`config.mk`:
```
export PLATFORM = sky130hd
export DESIGN_NAME = booth_mac_acc_flat
export DESIGN_NICKNAME = d
export VERILOG_FILES = /design/src/rtl/booth_mac_if.sv /design/src/rtl/booth_mac_acc.sv /design/src/flat_wrapper.sv
export SDC_FILE = /design/constraint.sdc
export NUM_CORES = 1
export LEC_CHECK = 0
export CAP_MARGIN = 20
export CORE_MARGIN = 2
export CORE_UTILIZATION = 51
export DETAILED_ROUTE_END_ITERATION = 16
export PLACE_DENSITY = 0.79
export SETUP_SLACK_MARGIN = 0.15
export SYNTH_ARGS = -nofsm -noshare
export SYNTH_HDL_FRONTEND = slang
export SYNTH_SLANG_ARGS = --single-unit
```
`constraint.sdc`:
```
create_clock -name clk -period 3.4 [get_ports clk]
set_input_delay 0.68 -clock clk [delete_from_list [all_inputs] [get_ports clk]]
set_output_delay 0.68 -clock clk [all_outputs]
set_load 0.02 [all_outputs]
```
`src/rtl/booth_mac_if.sv`:
```
// Beat/result bus between a Booth multiplier, the frame accumulator and its consumer.
// Both directions use valid/ready: a transfer happens on a rising clk edge where valid
// and ready are both 1. The sender holds its payload steady while valid=1 and ready=0.
interface booth_mac_if #(
  parameter int WIDTH = 12,
  parameter int ACC_W = 32,
  parameter int LEN_W = 8
);
  logic                 in_valid;
  logic                 in_ready;
  logic [2*WIDTH-1:0]   in_p;
  logic                 in_last;
  logic                 out_valid;
  logic                 out_ready;
  logic [ACC_W-1:0]     out_acc;
  logic [LEN_W-1:0]     out_count;
  logic                 ovf;

  modport master (
    output in_valid, in_p, in_last, out_ready,
    input  in_ready, out_valid, out_acc, out_count, ovf
  );

  modport slave (
    input  in_valid, in_p, in_last, out_ready,
    output in_ready, out_valid, out_acc, out_count, ovf
  );
endinterface

```
`src/rtl/booth_mac_acc.sv`:
```
// Frame accumulator for signed Booth products: sums beats until last, then holds the result.
// Optional macro BOOTH_MAC_SAT_EN: saturate the accumulator on signed overflow instead of wrapping.
module booth_mac_acc #(
  parameter int WIDTH = 12,
  parameter int ACC_W = 32,
  parameter int LEN_W = 8
) (
  input  logic       clk,
  input  logic       rst_n,
  input  logic       clear,
  booth_mac_if.slave bus,
  output logic [1:0] dbg_state
);

  typedef enum logic [1:0] {
    IDLE  = 2'd0,
    ACCUM = 2'd1,
    HOLD  = 2'd2
  } state_t;

  localparam logic [ACC_W-1:0] ACC_MAX = {1'b0, {(ACC_W-1){1'b1}}};
  localparam logic [ACC_W-1:0] ACC_MIN = {1'b1, {(ACC_W-1){1'b0}}};

  state_t                  state_q, state_d;
  logic [ACC_W-1:0]        acc_q, acc_d;
  logic [LEN_W-1:0]        count_q, count_d;
  logic                    ovf_q, ovf_d;

  logic                    accept;
  logic                    add_ovf;
  logic                    beat_last;
  logic signed [ACC_W-1:0] addend;
  logic signed [ACC_W-1:0] sum;
  logic signed [ACC_W-1:0] add_res;
  logic [LEN_W-1:0]        count_inc;

  // Held low during reset so no beat can be taken while the block is being cleared.
  assign bus.in_ready = rst_n && (state_q != HOLD);
  assign accept       = bus.in_valid && bus.in_ready;

  assign addend    = ACC_W'($signed(bus.in_p));
  assign sum       = $signed(acc_q) + addend;
  assign add_ovf   = (addend[ACC_W-1] == acc_q[ACC_W-1]) && (sum[ACC_W-1] != acc_q[ACC_W-1]);
  assign count_inc = count_q + LEN_W'(1);
  // A full counter closes the frame so the beat count never wraps.
  assign beat_last = bus.in_last || (&count_inc);

`ifdef BOOTH_MAC_SAT_EN
  // Overflow direction follows the addend sign, since both operands share it.
  assign add_res = add_ovf ? (addend[ACC_W-1] ? $signed(ACC_MIN) : $signed(ACC_MAX)) : sum;
`else
  assign add_res = sum;
`endif

  always_comb begin
    state_d = state_q;
    acc_d   = acc_q;
    count_d = count_q;
    ovf_d   = ovf_q;
    if (clear) begin
      state_d = IDLE;
      acc_d   = '0;
      count_d = '0;
      ovf_d   = 1'b0;
    end else begin
      case (state_q)
        IDLE, ACCUM: begin
          if (accept) begin
            acc_d   = add_res;
            count_d = count_inc;
            ovf_d   = ovf_q | add_ovf;
            state_d = beat_last ? HOLD : ACCUM;
          end
        end
        HOLD: begin
          if (bus.out_ready) begin
            acc_d   = '0;
            count_d = '0;
            ovf_d   = 1'b0;
            state_d = IDLE;
          end
        end
        default: begin
          state_d = IDLE;
        end
      endcase
    end
  end

  always_ff @(posedge clk or negedge rst_n) begin
    if (!rst_n) begin
      state_q <= IDLE;
      acc_q   <= '0;
      count_q <= '0;
      ovf_q   <= 1'b0;
    end else begin
      state_q <= state_d;
      acc_q   <= acc_d;
      count_q <= count_d;
      ovf_q   <= ovf_d;
    end
  end

  assign bus.out_valid = (state_q == HOLD);
  assign bus.out_acc   = acc_q;
  assign bus.out_count = count_q;
  assign bus.ovf       = ovf_q;
  assign dbg_state     = state_q;

endmodule

```
`src/flat_wrapper.sv`:
```
// flat-port wrapper written by rule: the top's interface ports become plain ports
module booth_mac_acc_flat 
#(
  parameter int WIDTH = 12,
  parameter int ACC_W = 32,
  parameter int LEN_W = 8
)
  (clk, rst_n, clear, dbg_state, bus_in_valid, bus_in_p, bus_in_last, bus_out_ready, bus_in_ready, bus_out_valid, bus_out_acc, bus_out_count, bus_ovf);
  booth_mac_if #(.WIDTH(WIDTH), .ACC_W(ACC_W), .LEN_W(LEN_W)) bus_i ();
  input  logic clk;
  input  logic rst_n;
  input  logic clear;
  output logic [1:0] dbg_state;
  input wire logic [$bits(bus_i.in_valid)-1:0] bus_in_valid;
  input wire logic [$bits(bus_i.in_p)-1:0] bus_in_p;
  input wire logic [$bits(bus_i.in_last)-1:0] bus_in_last;
  input wire logic [$bits(bus_i.out_ready)-1:0] bus_out_ready;
  output wire logic [$bits(bus_i.in_ready)-1:0] bus_in_ready;
  output wire logic [$bits(bus_i.out_valid)-1:0] bus_out_valid;
  output wire logic [$bits(bus_i.out_acc)-1:0] bus_out_acc;
  output wire logic [$bits(bus_i.out_count)-1:0] bus_out_count;
  output wire logic [$bits(bus_i.ovf)-1:0] bus_ovf;
  assign bus_i.in_valid = bus_in_valid;
  assign bus_i.in_p = bus_in_p;
  assign bus_i.in_last = bus_in_last;
  assign bus_i.out_ready = bus_out_ready;
  assign bus_in_ready = bus_i.in_ready;
  assign bus_out_valid = bus_i.out_valid;
  assign bus_out_acc = bus_i.out_acc;
  assign bus_out_count = bus_i.out_count;
  assign bus_ovf = bus_i.ovf;
  booth_mac_acc #(.WIDTH(WIDTH), .ACC_W(ACC_W), .LEN_W(LEN_W)) u_core (.clk(clk), .rst_n(rst_n), .clear(clear), .bus(bus_i), .dbg_state(dbg_state));
endmodule
```
==> impl_metrics.sql <==
INSERT INTO impl_metrics (metric_group, metric, value, unit) VALUES
('global_routing', 'grt_first_pass_wirelength', '14.5', 'mm'),
('sta', 'grt_setup_unrepaired', 'false', ''),
('synthesis', 'muxShareOfSynthArea', '0.311', '%'),
('die', 'die_w', '83.5', 'um'),
('detailed_routing', 'drcViolationCount', '0', ''),
('worst_setup_path', 'critPathBufInv', '2', ''),
('sta', 'max_clock_freq', '319', 'MHz'),
('global_routing', 'initial_antenna_violation_count', '0', ''),
('clock_network', 'longest_clk_path_bufs', '2', ''),
('clock_network', 'clk_pin_slew_worst_paths', '0.09', 'ns'),
('die', 'floorplan.die.height', '83.5', 'um'),
('clock_network', 'number_of_h_tree_levels', '2', ''),
('global_routing', 'gr-total-overflow', '0', ''),
('synthesis', 'postSynth.topFlopCell', 'sky130_fd_sc_hd__dfrtp_1', ''),
('worst_setup_path', 'critical_path_arrival', '3.29', 'ns'),
('synthesis', 'synth_warnings', '0', ''),
('place', 'port-buffer-count', '74', ''),
('clock_network', 'clock_tree.root_cell', 'sky130_fd_sc_hd__clkbuf_8', ''),
('worst_setup_path', 'worst_ep_required_time', '3.55', 'ns'),
('power', 'vdd_drop_max', '0.213', 'mV'),
('detailed_routing', 'drt-total-wl', '8.78', 'mm'),
('layout', 'finalNetCount', '534', ''),
('worst_setup_path', 'cp.depth', '13', ''),
('worst_setup_path', 'timing.reg2reg.worst_path_depth', '11', ''),
('global_routing', 'global_route_total_usage_across_every_layer', '24.9', '%'),
('synthesis', 'yosys.area_share.xor_xnor', '9.24', '%'),
('clock_network', 'insertion_delay', '0.31', 'ns'),
('worst_setup_path', 'timing.critical_path.cells', 'clkdlybuf4s50_1 -> ha_1 -> fa_1 -> a21oi_2 -> o21ai_1 -> o21bai_2 -> o21ai_2 -> buf_4 -> a211oi_1 -> o21bai_1 -> a21oi_1 -> xnor2_1 -> o21ai_0', ''),
('outcome', 'run_status', 'finished clean', ''),
('synthesis', 'synth_adder_area_share', '13.4', '%'),
('layout', 'final_util', '73.6', '%'),
('sta', 'worstMarginPinSlew', '0.640', 'ns'),
('place', 'dpl-instance-area', '0.00419', 'mm2'),
('layout', 'design_area', '0.00443', 'mm2'),
('layout', 'final_common_cell', 'sky130_fd_sc_hd__clkdlybuf4s50_1', ''),
('global_routing', 'first_global_vias', '3128', ''),
('synthesis', 'ys_seq_area_share', '33.4', '%'),
('layout', 'drive_gt1_share', '11.7', '%'),
('die', 'num_rows', '28', ''),
('power', 'static-leakage-power', '0.00196', 'uW'),
('die', 'start_util', '53.5', '%'),
('synthesis', 'yosys_register_bits', '43', ''),
('synthesis', 'synth_compound_area_share', '26.4', '%'),
('synthesis', 'syn-instance-count', '374', ''),
('synthesis', 'avgSynthCellArea', '8.61', 'um2'),
('layout', 'antenna-diode-count', '0', ''),
('detailed_routing', 'drt.antenna.violating_nets', '0', ''),
('place', 'detailed_place_hpwl', '6.37', 'mm'),
('sta', 'finalHoldViolCount', '0', ''),
('clock_network', 'cts_tree', 'done', ''),
('synthesis', 'synth_enable_flop_cells', '0', ''),
('die', 'die_area', '0.00697', 'mm2'),
('synthesis', 'netlist_area_before_placement', '0.00322', 'mm2'),
('worst_setup_path', 'start_kind', 'primary input', ''),
('hold_path', 'timing.hold.worst.class', 'primary input to async pin', ''),
('die', 'io_pins', '75', ''),
('layout', 'layout_common_cells', 'sky130_fd_sc_hd__clkdlybuf4s50_1, sky130_fd_sc_hd__o21ai_0, sky130_fd_sc_hd__nand2_1', ''),
('detailed_routing', 'vias', '3180', ''),
('worst_setup_path', 'worst_setup_end_kind', 'register', ''),
('clock_network', 'tritoncts.num_buffers', '5', ''),
('synthesis', 'synth_simple_gate_area_share', '14.9', '%'),
('sta', 'final.setup_skew', '0.0130', 'ns'),
('detailed_routing', 'detailedRoute.firstPassIterationCount', '4', ''),
('place', 'gp_routability_congestion', '0.902', ''),
('synthesis', 'async_flop_share', '100', '%'),
('sta', 'post-route-min-period', '3.14', 'ns'),
('worst_setup_path', 'crit_fanout', '3', ''),
('detailed_routing', 'post_drt_wl_per_cell', '16.1', 'um'),
('synthesis', 'syn-num-nets', '438', ''),
('synthesis', 'synth_cell_types', '43', ''),
('worst_setup_path', 'path_class', 'primary input to register', '');
-- final timing paths --
check                                                   from                                  end  slack (ns)
max                                              bus_in_p[0]   u_core.bus.out_acc[18]$_DFFE_PN0P_        0.26
max reg2reg                u_core.bus.out_acc[1]$_DFFE_PN0P_   u_core.bus.out_acc[31]$_DFFE_PN0P_        0.60
min in group clk                  u_core.bus.ovf$_DFFE_PN0P_           u_core.bus.ovf$_DFFE_PN0P_        0.49
min                                                    rst_n      u_core.dbg_state[0]$_DFFE_PN0P_        0.29
max in group asynchronous                              rst_n  u_core.bus.out_count[1]$_DFFE_PN0P_        2.37
min reg2reg                       u_core.bus.ovf$_DFFE_PN0P_           u_core.bus.ovf$_DFFE_PN0P_        0.49
-- power by group --
part	internal [uW]	total (uW)	switching, uW	leakage [uW]
Clock	238	433	195	0.0000612
Sequential	542	575	33.0	0.000588
Combinational	267	565	298	0.00131
Total	1050	1570	526	0.00196
-- cell usage after synthesis (2+ instances only) --
cell type                  instances  area share, %
sky130_fd_sc_hd__o21a_1            3           0.70
sky130_fd_sc_hd__and3_1            6            1.2
sky130_fd_sc_hd__clkbuf_1         14            1.6
sky130_fd_sc_hd__a41oi_1           2           0.54
sky130_fd_sc_hd__a21o_1            9            2.1
sky130_fd_sc_hd__or3_1             2           0.39
sky130_fd_sc_hd__a21oi_1          34            5.3
sky130_fd_sc_hd__inv_1             6           0.70
sky130_fd_sc_hd__nand4_1           4           0.78
sky130_fd_sc_hd__o21bai_1          5            1.2
sky130_fd_sc_hd__a211oi_1          2           0.47
sky130_fd_sc_hd__o211ai_1          2           0.47
sky130_fd_sc_hd__o31ai_1           2           0.47
sky130_fd_sc_hd__nand2b_1          5           0.97
sky130_fd_sc_hd__nand3b_1          2           0.47
sky130_fd_sc_hd__o21ai_0          57            8.9
sky130_fd_sc_hd__xnor2_1          21            5.7
sky130_fd_sc_hd__nand2_1          52            6.1
sky130_fd_sc_hd__xor2_1           13            3.5
sky130_fd_sc_hd__dfrtp_1          43             33
sky130_fd_sc_hd__nor2_1           15            1.7
sky130_fd_sc_hd__nand3_1           8            1.2
sky130_fd_sc_hd__a22o_1            6            1.6
sky130_fd_sc_hd__nor2b_1           4           0.78
sky130_fd_sc_hd__a31oi_1           4           0.78
sky130_fd_sc_hd__ha_1             33             13
sky130_fd_sc_hd__nor3_1            4           0.62
-- state kept, by name, indices dropped and copies added, names as in the netlist --
register,cells
u_core.bus.out_acc,32
u_core.dbg_state,2
u_core.bus.out_count,8
u_core.bus.ovf,1
-- kinds of logic after synthesis --
logic type      after synthesis
compound gates              137
xor+xnor                     34
fa+ha+maj                    34
buf+inv                      20
flops                        43
mux                           1
simple gates                105
-- layout make-up --
type / count / area (um2)
sequential: 43 / 1080
timing repair buffer: 103 / 963
clock inverter: 2 / 35.0
fill: 475 / 1590
clock buffer: 6 / 82.6
multi-input combinational: 311 / 2160
inverter: 6 / 22.5
tap: 75 / 93.8
-- metrics by stage --
stage / worst slack [ns] / setup TNS [ns] / hold WS, ns / std cells / total power (uW)
after floorplan: 0.476 / 0 / 0.384 / 374 / 903
after global placement: -0.0742 / -0.140 / 0.467 / 535 / 1110
after detailed placement: -0.193 / -0.724 / 0.473 / 535 / 1120
after CTS: 0.164 / 0 / 0.312 / 543 / 1550
after global routing: 0.0742 / 0 / 0.327 / 546 / 1660
final: 0.263 / 0 / 0.289 / 546 / 1570
-- layer usage --
| metal | GRT usage [%] | vias up | wire [um] |
|---|---|---|---|
| met5 | 0 | - | 0 |
| met4 | 6.01 | 0 | 108 |
| met3 | 4.35 | 9 | 545 |
| met2 | 41.9 | 112 | 4260 |
| met1 | 33.6 | 1521 | 3870 |
| li1 | - | 1538 | - |
-- worst register-to-register path, delay by kind of cell, from the launching register on --
kind            cells  cell delay [ns]
compound gates      8             1.63
xor+xnor            1             0.15
fa+ha+maj           1             0.28
buf+inv             1             0.16
flops               1             0.46
-- repair_timing --
| action | in CTS | in global routing |
|---|---|---|
| hold buffers | 0 | 0 |
| pin swaps | 0 | 9 |
| gates resized for setup | 1 | 14 |
| cloned | 0 | 0 |
| buffers inserted | 0 | 2 |
| endpoints found under the setup margin | 1 | 8 |
(Power assumes the default switching activity.)
==> edit, RTL diff (same flow settings) <==
Put one more register stage on the output `dbg_state`. The value now appears one clock later. The other outputs are not delayed to match.
--- a/src/rtl/booth_mac_acc.sv
+++ b/src/rtl/booth_mac_acc.sv
@@ -107,3 +107,5 @@
   assign bus.ovf       = ovf_q;
-  assign dbg_state     = state_q;
+  always_ff @(posedge clk) begin
+    dbg_state <= state_q;
+  end
 
Formal check against the unedited RTL: not equivalent (Yosys sat finds a counterexample within 4 cycles, from zero or initial values and one cycle with rst_n low).
==> edit against the original RTL <==
- final area increased by 3.6%
- wire length increased by 6.0%
- first-iteration DRC count decreased by 27%
- combinational power increased by 11%
- setup slack improved by 0.045 ns
- synthesized area increased by 8.4%
- power increased by 5.2%
- sequential cell count increased by 2
- critical endpoint is now u_core.bus.out_acc[25]$_DFFE_PN0P_
- largest cell class unchanged
- largest power group is now combinational logic
- highest routed layer unchanged
==> edit: results (changes against the original RTL) <==
Iteration-0 DRC Markers: 181 (-27%)
Top cells by area, synth: dfrtp_1 31%, ha_1 12%, nand2_1 6.3%
Worst EP arrival: 3.32 ns (+0.03 ns)
Vias per inst: 5.869 (+0.77%)
Clk_skew: 0.01167 ns (-0.001364 ns)
CP peak stage delay: 0.53 ns (+0.10 ns)
Layout Nets: 570 (+6.7%)
Final GP Congestion: 0.9097 (+0.89%)
Share of layout cells above drive strength 1: 0.09467 (-0.02210)
GR Util All Layers: 0.2498 (+0.0005840)
Top cell types by occurrence after synthesis: 59 x nand2_1, 43 x dfrtp_1, 42 x o21ai_0, 34 x a21oi_1, 33 x ha_1
Net switching power: 577.5 µW (+9.8%)
Fill cells: 563 (+19%)
Sequential share of the synthesized area: 0.3196 (-0.01438)
Outcome: completed
VDD IR max: 0.0001889 V (-11%)
Largest net degree at the start of global routing: 25 (-31%)
Reg2Reg Launch Point: u_core.bus.out_acc[0]$_DFFE_PN0P_
Synth unique cells: 47 (+9.3%)
Via count of the first global-routing pass: 3342 (+6.8%)
CP Launch Point: bus_in_p[1]
P_leak: 0.002119 µW (+8.1%)
Slowest CP cell: clkdlybuf4s50_1
First-pass GRT wire length: 15240 µm (+5.1%)
Async S/R FF share, synth: 0.9556 (-0.04444)
Final HPWL from detailed placement: 7025 µm (+10%)
Slew headroom: 0.5714 (-0.001637)
Post-synthesis net count: 480 (+9.6%)
Synth warn: 0 (unchanged)
Setup Fix Bufs, Post-CTS: 0 (unchanged)
==> edit: area by class of cell <==
class                           count  area, µm²  share of cell area
Tap cell                           80      100.1             0.02180
Sequential cell                    45       1116              0.2431
Clock buffer                        5      68.82             0.01499
Multi-Input combinational cell    341       2280              0.4966
Clock inverter                      3      46.29             0.01008
Timing Repair Buffer              100      930.9              0.2028
Inverter                           13      48.80             0.01063
==> edit: per-stage QoR <==
stage | setup WS, ns | std cells | util | power, µW | area (µm²)
final | 0.3086 | 587 | 0.6832 | 1655 | 4591
after global placement | -0.04461 | 579 | 0.6629 | 1211 | 4454
after CTS | 0.2661 | 587 | 0.6801 | 1660 | 4569
after detailed placement | -0.05633 | 579 | 0.6629 | 1228 | 4454
after global routing | 0.1209 | 587 | 0.6832 | 1751 | 4591
after floorplan | 0.4125 | 416 | - | 988.2 | 3492
==> edit: cells by family (layout without fill, tap and decap cells) <==
kind of cell	after synthesis	after routing	share of synthesized area
mux	2	2	0.005733
compound gates	147	147	0.2770
flops	45	45	0.3196
buf+inv	30	121	0.03440
xor+xnor	34	34	0.08528
simple gates	124	124	0.1541
fa+ha+maj	34	34	0.1240
==> edit: power groups by stage <==
stage | combinational [µW] | clock [µW] | sequential (µW)
after floorplan | 341 | 0 | 647
after global placement | 601 | 0 | 610
after detailed placement | 616 | 0 | 612
after CTS | 621 | 438 | 601
after global routing | 686 | 460 | 606
final | 628 | 425 | 601
==> edit: timing repair <==
action	4_1_cts	5_1_grt
hold buffers	0	0
endpoints found under the setup margin	0	7
resized for setup	0	4
==> edit: worst paths after layout <==
path                                                 endpoint  slack [ns]  cells after the start
min reg2reg                       u_core.dbg_state[0]$_DFF_P_        0.41                      0
max in group asynchronous  u_core.bus.out_acc[10]$_DFFE_PN0P_        2.59                      2
min in group clk                  u_core.dbg_state[0]$_DFF_P_        0.41                      0
min                             u_core.state_q[0]$_DFFE_PN0P_        0.20                      1
max                        u_core.bus.out_acc[25]$_DFFE_PN0P_        0.31                     10
max reg2reg                u_core.bus.out_acc[10]$_DFFE_PN0P_        0.66                     11
==> edit: worst max-delay path: cells and delay by family <==
| family | cells | cell delay (ns) |
|---|---|---|
| compound gates | 7 | 1.69 |
| buf+inv | 1 | 0.53 |
| fa+ha+maj | 1 | 0.27 |
| xor+xnor | 1 | 0.14 |
==> edit: metal layers <==
metal	vias to the layer above	global-route usage	wire (µm)
li1	1679	-	-
met1	1650	0.3299	4237
met2	103	0.4294	4519
met3	13	0.03619	415
met4	0	0.06392	132
met5	-	0	0
